--- src/rtl/conv_8b_to_32b.sv ---
// Byte-to-word packer: collects BYTES consecutive valid bytes (first byte is the MSB)
// into one word, holds valid_out long enough for a clk_4f/BYTES consumer, flags aborted words.
module conv_8b_to_32b #(
   parameter int BYTE_W = 8,
   parameter int BYTES  = 4
) (
   input  logic                      clk_4f,
   input  logic                      reset_L,
   input  logic                      valid_in,
   input  logic [BYTE_W-1:0]         data_in,
   output logic                      valid_out,
   output logic [BYTE_W*BYTES-1:0]   data_out,
   output logic                      frame_err
);

   localparam int OUT_W = BYTE_W * BYTES;
   localparam int SH_W  = BYTE_W * (BYTES - 1);
   localparam int CNT_W = (BYTES > 1) ? $clog2(BYTES) : 1;
   localparam logic [CNT_W-1:0] LAST = CNT_W'(BYTES - 1);

   typedef enum logic {
      IDLE,
      ASSEMBLE
   } state_t;

   state_t            state;
   logic [CNT_W-1:0]  cnt;
   logic [CNT_W-1:0]  hold_cnt;
   logic [SH_W-1:0]   shift;
   logic              word_done;

   // The last byte of a word arrives while cnt already counts BYTES-1 captured bytes.
   assign word_done = (state == ASSEMBLE) && valid_in && (cnt == LAST);

   // NOTE: sequential state uses non-blocking (<=) so every register samples pre-edge values.
   always_ff @(posedge clk_4f or negedge reset_L) begin
      if (!reset_L) begin
         state     <= IDLE;
         cnt       <= '0;
         hold_cnt  <= '0;
         shift     <= '0;
         data_out  <= '0;
         valid_out <= 1'b0;
         frame_err <= 1'b0;
      end else begin
         frame_err <= 1'b0;

         case (state)
            IDLE: begin
               if (valid_in) begin
                  shift <= SH_W'(data_in);
                  cnt   <= CNT_W'(1);
                  state <= ASSEMBLE;
               end
            end
            ASSEMBLE: begin
               if (!valid_in) begin
                  // A gap inside a word drops the partial bytes; the last good word stays on data_out.
                  cnt       <= '0;
                  frame_err <= 1'b1;
                  state     <= IDLE;
               end else if (cnt == LAST) begin
                  data_out <= OUT_W'({shift, data_in});
                  cnt      <= '0;
                  state    <= IDLE;
               end else begin
                  shift <= (shift << BYTE_W) | SH_W'(data_in);
                  cnt   <= cnt + 1'b1;
               end
            end
            default: begin
               state <= IDLE;
               cnt   <= '0;
            end
         endcase

         // valid_out stays up for BYTES edges after the last completion; a new word reloads it.
         if (word_done) begin
            valid_out <= 1'b1;
            hold_cnt  <= LAST;
         end else if (hold_cnt != '0) begin
            hold_cnt <= hold_cnt - 1'b1;
         end else begin
            valid_out <= 1'b0;
         end
      end
   end

endmodule
--- config.mk ---
export PLATFORM = sky130hd
export DESIGN_NAME = conv_8b_to_32b
export DESIGN_NICKNAME = d
export VERILOG_FILES = /design/src/rtl/conv_8b_to_32b.sv
export SDC_FILE = /design/constraint.sdc
export NUM_CORES = 1
export LEC_CHECK = 0
export CORE_ASPECT_RATIO = 0.9
export CORE_MARGIN = 3
export CORE_UTILIZATION = 55
export CTS_BUF_LIST = sky130_fd_sc_hd__clkbuf_2
export DETAILED_ROUTE_END_ITERATION = 7
export GPL_TIMING_DRIVEN = 0
export PLACE_DENSITY = 0.8
export SLEW_MARGIN = 20
export SYNTH_ARGS = -nofsm -noshare
export SYNTH_HDL_FRONTEND = slang
export SYNTH_SLANG_ARGS = --single-unit
--- constraint.sdc ---
create_clock -name clk_4f -period 4.85 [get_ports clk_4f]
set_clock_uncertainty 0.2 [all_clocks]
set_input_delay 0.485 -clock clk_4f [delete_from_list [all_inputs] [get_ports clk_4f]]
set_output_delay 0.485 -clock clk_4f [all_outputs]
set_load 0.02 [all_outputs]
Word level (Yosys, flattened, before mapping)
Index checks and enable logic that the tools add are counted.
- register bits: 63
- bits of input ports: 11
- output and inout port bits: 34
- word-level logic and storage cells: 40
- add/sub/neg operators: 2
- equal/unequal tests: 5
- muxes and demuxes: 18
- bitwise gates (word level): 2
- reduce and logical (&&, ||, !) cells: 6
- operator list (operator ; count):
    24-bit two-way mux ; 3
    24-bit case mux with 2 select lines ; 1
    24-bit by 8-bit OR with 24-bit output ; 1
    2-bit two-way mux ; 5
    2-bit != test (second input constant) ; 4
    1-bit two-way mux ; 7
    3-bit AND reduction ; 2
    2-bit case mux with 2 select lines ; 1
    2-bit nonzero test ; 2
    2-bit by 1-bit adder with 2-bit output (second input constant) ; 1
    2-bit equality test (second input constant) ; 1
    1-bit logical AND ; 2
    1-bit case mux with 2 select lines ; 1
    2-bit by 1-bit subtractor with 2-bit output (second input constant) ; 1
    1-bit NOT ; 1

Logic depth before layout (Yosys ltp)
- depth in word-level cells: 4
- mapped depth: 5
- mapped depth without buffers: 4

Least setup slack after synthesis
Ideal clock, no wire load.
- kind: reg2reg
- start point: register cnt[0]
- end point: register shift[0]
- arrival time: 1399 ps
- data required time: 4525 ps
- path slack: 3126 ps
- stages on the path, launching flop included: 5
- period minus slack after synthesis: 1724 ps
- cells stage by stage: dfrtp_1 > ha_1 > buf_4 > a21boi_2 > mux2_2
- word-level cells in the longest chain between the ends: 3
- RTL lines (item ; RTL line ; text):
    from (decl) ; 27 ; logic [CNT_W-1:0] cnt;
    from (signal assigned) ; 68 ; cnt <= cnt + 1'b1;
    2-bit equality test ; 62 ; end else if (cnt == LAST) begin
    2-bit != test (no source line) ; n/a ;
    3-bit AND reduction (no source line) ; n/a ;
    to (signal assigned) ; 51 ; shift <= SH_W'(data_in);
    to (signal assigned) ; 67 ; shift <= (shift << BYTE_W) | SH_W'(data_in);
    to (decl) ; 29 ; logic [SH_W-1:0] shift;
No other way between the ends.
A chain may end at the register's enable or synchronous reset.

Worst setup path after layout
- start point: register data_out[22]
- end point: output port data_out[22]
- RTL lines (item ; RTL line ; text):
    from (decl) ; 12 ; output logic [BYTE_W*BYTES-1:0] data_out,
    from (signal assigned) ; 63 ; data_out <= OUT_W'({shift, data_in});
No word-level cell between the ends.

==> impl_metrics.py <==
metrics = {
    "power_and_ir_drop": {
        "p_sw_share_pct": 34.1,
        "power_frac_comb_pct": 37.7,
        "seq_power_share_pct": 47.2,
        "total_leakage_power_nw": 1.51,
        "internal_power_mw": 1.07,
        "ir_worst_vdd_v": 0.000334,
        "p_clk_share_pct": 15.0,
        "p_switching_mw": 0.552,
        "powerDensity_nw_per_um2": 491,
    },
    "cts": {
        "tritoncts": "yes",
        "post_cts_resized": 0,
        "cts.htree.levels": 3,
        "insertion_delay_ns": 0.49,
        "cts_max_path_buffers": 2,
        "cts.clk_slew.worst_paths_ns": 0.18,
        "postCtsSetupRepairBufs": 0,
        "clock-root-buffer": "clkbuf_2",
        "cts_buffers": 9,
        "clkSinkCount": 63,
    },
    "critical_path": {
        "rr_worst_depth": 4,
        "startpoint_type": "register",
        "crit_buf_inv": 1,
        "crit_arrival_ns": 1.49,
        "path_class": "register to output port",
        "path_cells": "clkdlybuf4s50_1",
        "r2r_slack_ns": 2.93,
        "critPathRequiredTime_ns": 4.16,
        "critPathMaxStageDelay_ns": 0.61,
        "crit_fanout": 2,
        "path_delay_family": "buffers and inverters",
        "worst_path_max_delay_cell": "clkdlybuf4s50_1",
        "cp.depth": 1,
        "end_kind": "output port",
    },
    "timing": {
        "hold_slack_ns": 0.249,
        "clock.fmax_mhz": 461,
        "tightest_slew_ns": 0.508,
        "fin_tns_setup_ns": 0,
        "rsz0062_at_grt": "false",
        "hold_viol_final": 0,
        "max-slew-margin-rel_pct": 66.1,
        "maxSlewViolCount": 0,
        "period_minus_slack_ns": 2.17,
        "final.period_utilization_pct": 44.8,
        "finalSetupViolations": 0,
    },
    "synth": {
        "synth_edf_count": 0,
        "yosys.area.top_type": "dfrtp_1",
        "yosysMostFrequentCell": "dfrtp_1",
        "ys_async_sr_fraction_pct": 100,
        "synth_ff_type": "dfrtp_1",
        "synth.cell_area_um2": 2670,
        "yosys.cell_types.count": 20,
        "synthCells": 203,
        "synth_common_cells": "63 x dfrtp_1, 38 x mux2_2, 33 x nand3_1",
        "synthTopCellsByArea": "dfrtp_1 59%, mux2_2 16%, nand3_1 6.2%",
        "avgSynthCellArea_um2": 13.2,
        "syn_nets": 217,
        "ys_ff_latch": 63,
        "ys_seq_area_share_pct": 59.0,
        "yosys_warnings": 0,
        "yosysTopAreaCellShare_pct": 59.0,
    },
    "drt": {
        "vias": 1788,
        "finalWirelength_mm": 5.08,
        "dr.pass1.iters": 6,
        "antenna_violating_nets_post_route": 0,
        "initialDrtViolationCount": 99,
        "vias_per_cell": 5.47,
        "avgRoutedWirePerCell_um": 15.5,
        "drcViolationCount": 0,
    },
    "layout": {
        "utilization_pct": 72.1,
        "multiInputGateArea_um2": 995,
        "synthToLayoutAreaGrowth_pct": 23.4,
        "fill_cells": 325,
        "regArea_um2": 1580,
        "final_nets": 274,
        "drive_gt1_share_pct": 26.0,
        "diodes": 0,
        "instances_no_fill": 327,
    },
    "floorplanning": {
        "die_w_um": 79.5,
        "start_util_pct": 58.4,
        "core-area_um2": 4580,
        "die_h_um": 72.1,
        "rows": 23,
        "io-pin-count": 45,
        "dieArea_um2": 5740,
    },
    "placed_design": {
        "dp_hpwl_mm": 3.65,
        "io_buffers": 44,
        "placedCellCount": 310,
        "gp_congestion": 0.826,
    },
    "flow_run": {
        "cap_violations": 0,
    },
    "global_routing": {
        "grt_pass1_wl_mm": 8.94,
        "grt_max_degree": 34,
        "overflow": 0,
        "antenna_found_initial": 0,
        "track_usage_pct": 20.8,
        "first_global_vias": 1876,
    },
    "run_status": {
        "status": "completed",
    },
    "min_path": {
        "worstHoldPathType": "input port to async pin",
    },
}
## per-stage QoR
step / instance area, um^2 / power (mW) / worst slack [ns]
5_1_grt: 3300 / 1.73 / 2.57
2_1_floorplan: 2670 / 1.09 / 3.13
4_1_cts: 3300 / 1.64 / 2.64
6_report: 3300 / 1.62 / 2.68
3_3_place_gp: 3190 / 1.37 / 1.10
3_5_place_dp: 3210 / 1.39 / 2.61
## worst register-to-register path, delay by kind of cell (launching register included)
kind	cells	cell delay, ns
AOI/OAI and AO/OA	1	0.42
adders and majority gates	1	0.21
DFF	1	0.44
buffers and inverters	1	0.16
muxes	1	0.39
## sequential cells by signal, indices dropped and copies added, names as in the netlist
signal / cells
hold_cnt: 2
valid_out: 1
data_out: 32
state: 1
cnt: 2
frame_err: 1
shift: 24
## cell usage in the layout (no fill, tap or decap)
cell type,instances
dlygate4sd3_1,1
nand3_1,33
o21ai_0,4
clkdlybuf4s50_1,43
xor2_1,1
mux2_2,38
clkbuf_1,4
o21a_1,1
nand2b_1,17
buf_12,1
clkbuf_2,11
a21boi_2,1
nor2b_1,3
nand4b_1,16
buf_2,7
nand2_1,1
clkinv_2,5
nand3_4,1
inv_1,3
buf_6,3
a21boi_0,1
mux2_1,2
ha_1,3
dfrtp_1,63
buf_4,2
## cell families (layout without fill, tap and decap cells)
group / after synthesis / in the layout / synth area share (%)
AOI/OAI and AO/OA: 7 / 7 / 1.73
xor gates and xnor gates: 1 / 1 / 0.328
DFF: 63 / 63 / 59.0
and+or+nand+nor: 71 / 71 / 16.9
buffers and inverters: 18 / 80 / 3.84
muxes: 40 / 40 / 16.8
adders and majority gates: 3 / 3 / 1.40
## repair_timing
item,CTS,global route
hold buffers,1,0
endpoints found under the hold margin,32,0
setup endpoints to repair,0,0
## power groups by stage
stage,sequential (mW),combinational [mW],clock (mW)
2_1_floorplan,0.899,0.196,0
3_3_place_gp,0.771,0.600,0
3_5_place_dp,0.779,0.616,0
4_1_cts,0.767,0.619,0.255
5_1_grt,0.784,0.658,0.284
6_report,0.765,0.611,0.244
## final timing paths
kind | startpoint | endpoint
hold / removal | reset_L | shift[7]
max in group asynchronous | reset_L | data_out[28]
min in group clk_4f | data_out[28] | data_out[28]
setup reg to reg | cnt[0] | shift[2]
setup / recovery | data_out[22] | data_out[22]
hold reg to reg | data_out[28] | data_out[28]
## routing by layer
metal / GRT usage (%) / vias to the layer above / routed length [um]
met5: 0 / - / 0
met4: 4.58 / 0 / 48
met3: 9.18 / 6 / 268
met2: 32.4 / 42 / 2430
met1: 27.1 / 903 / 2340
li1: - / 837 / -
## area by class of cell
class                      instances  area share, %
clock inverter                     5          0.758
tap                               62           2.35
buffer                            15           2.77
inverter                           3          0.341
timing repair buffer              46           14.2
clock buffer                      11           1.67
sequential                        63           47.8
multi-input combinational        122           30.1
(Power assumes the default switching activity.)
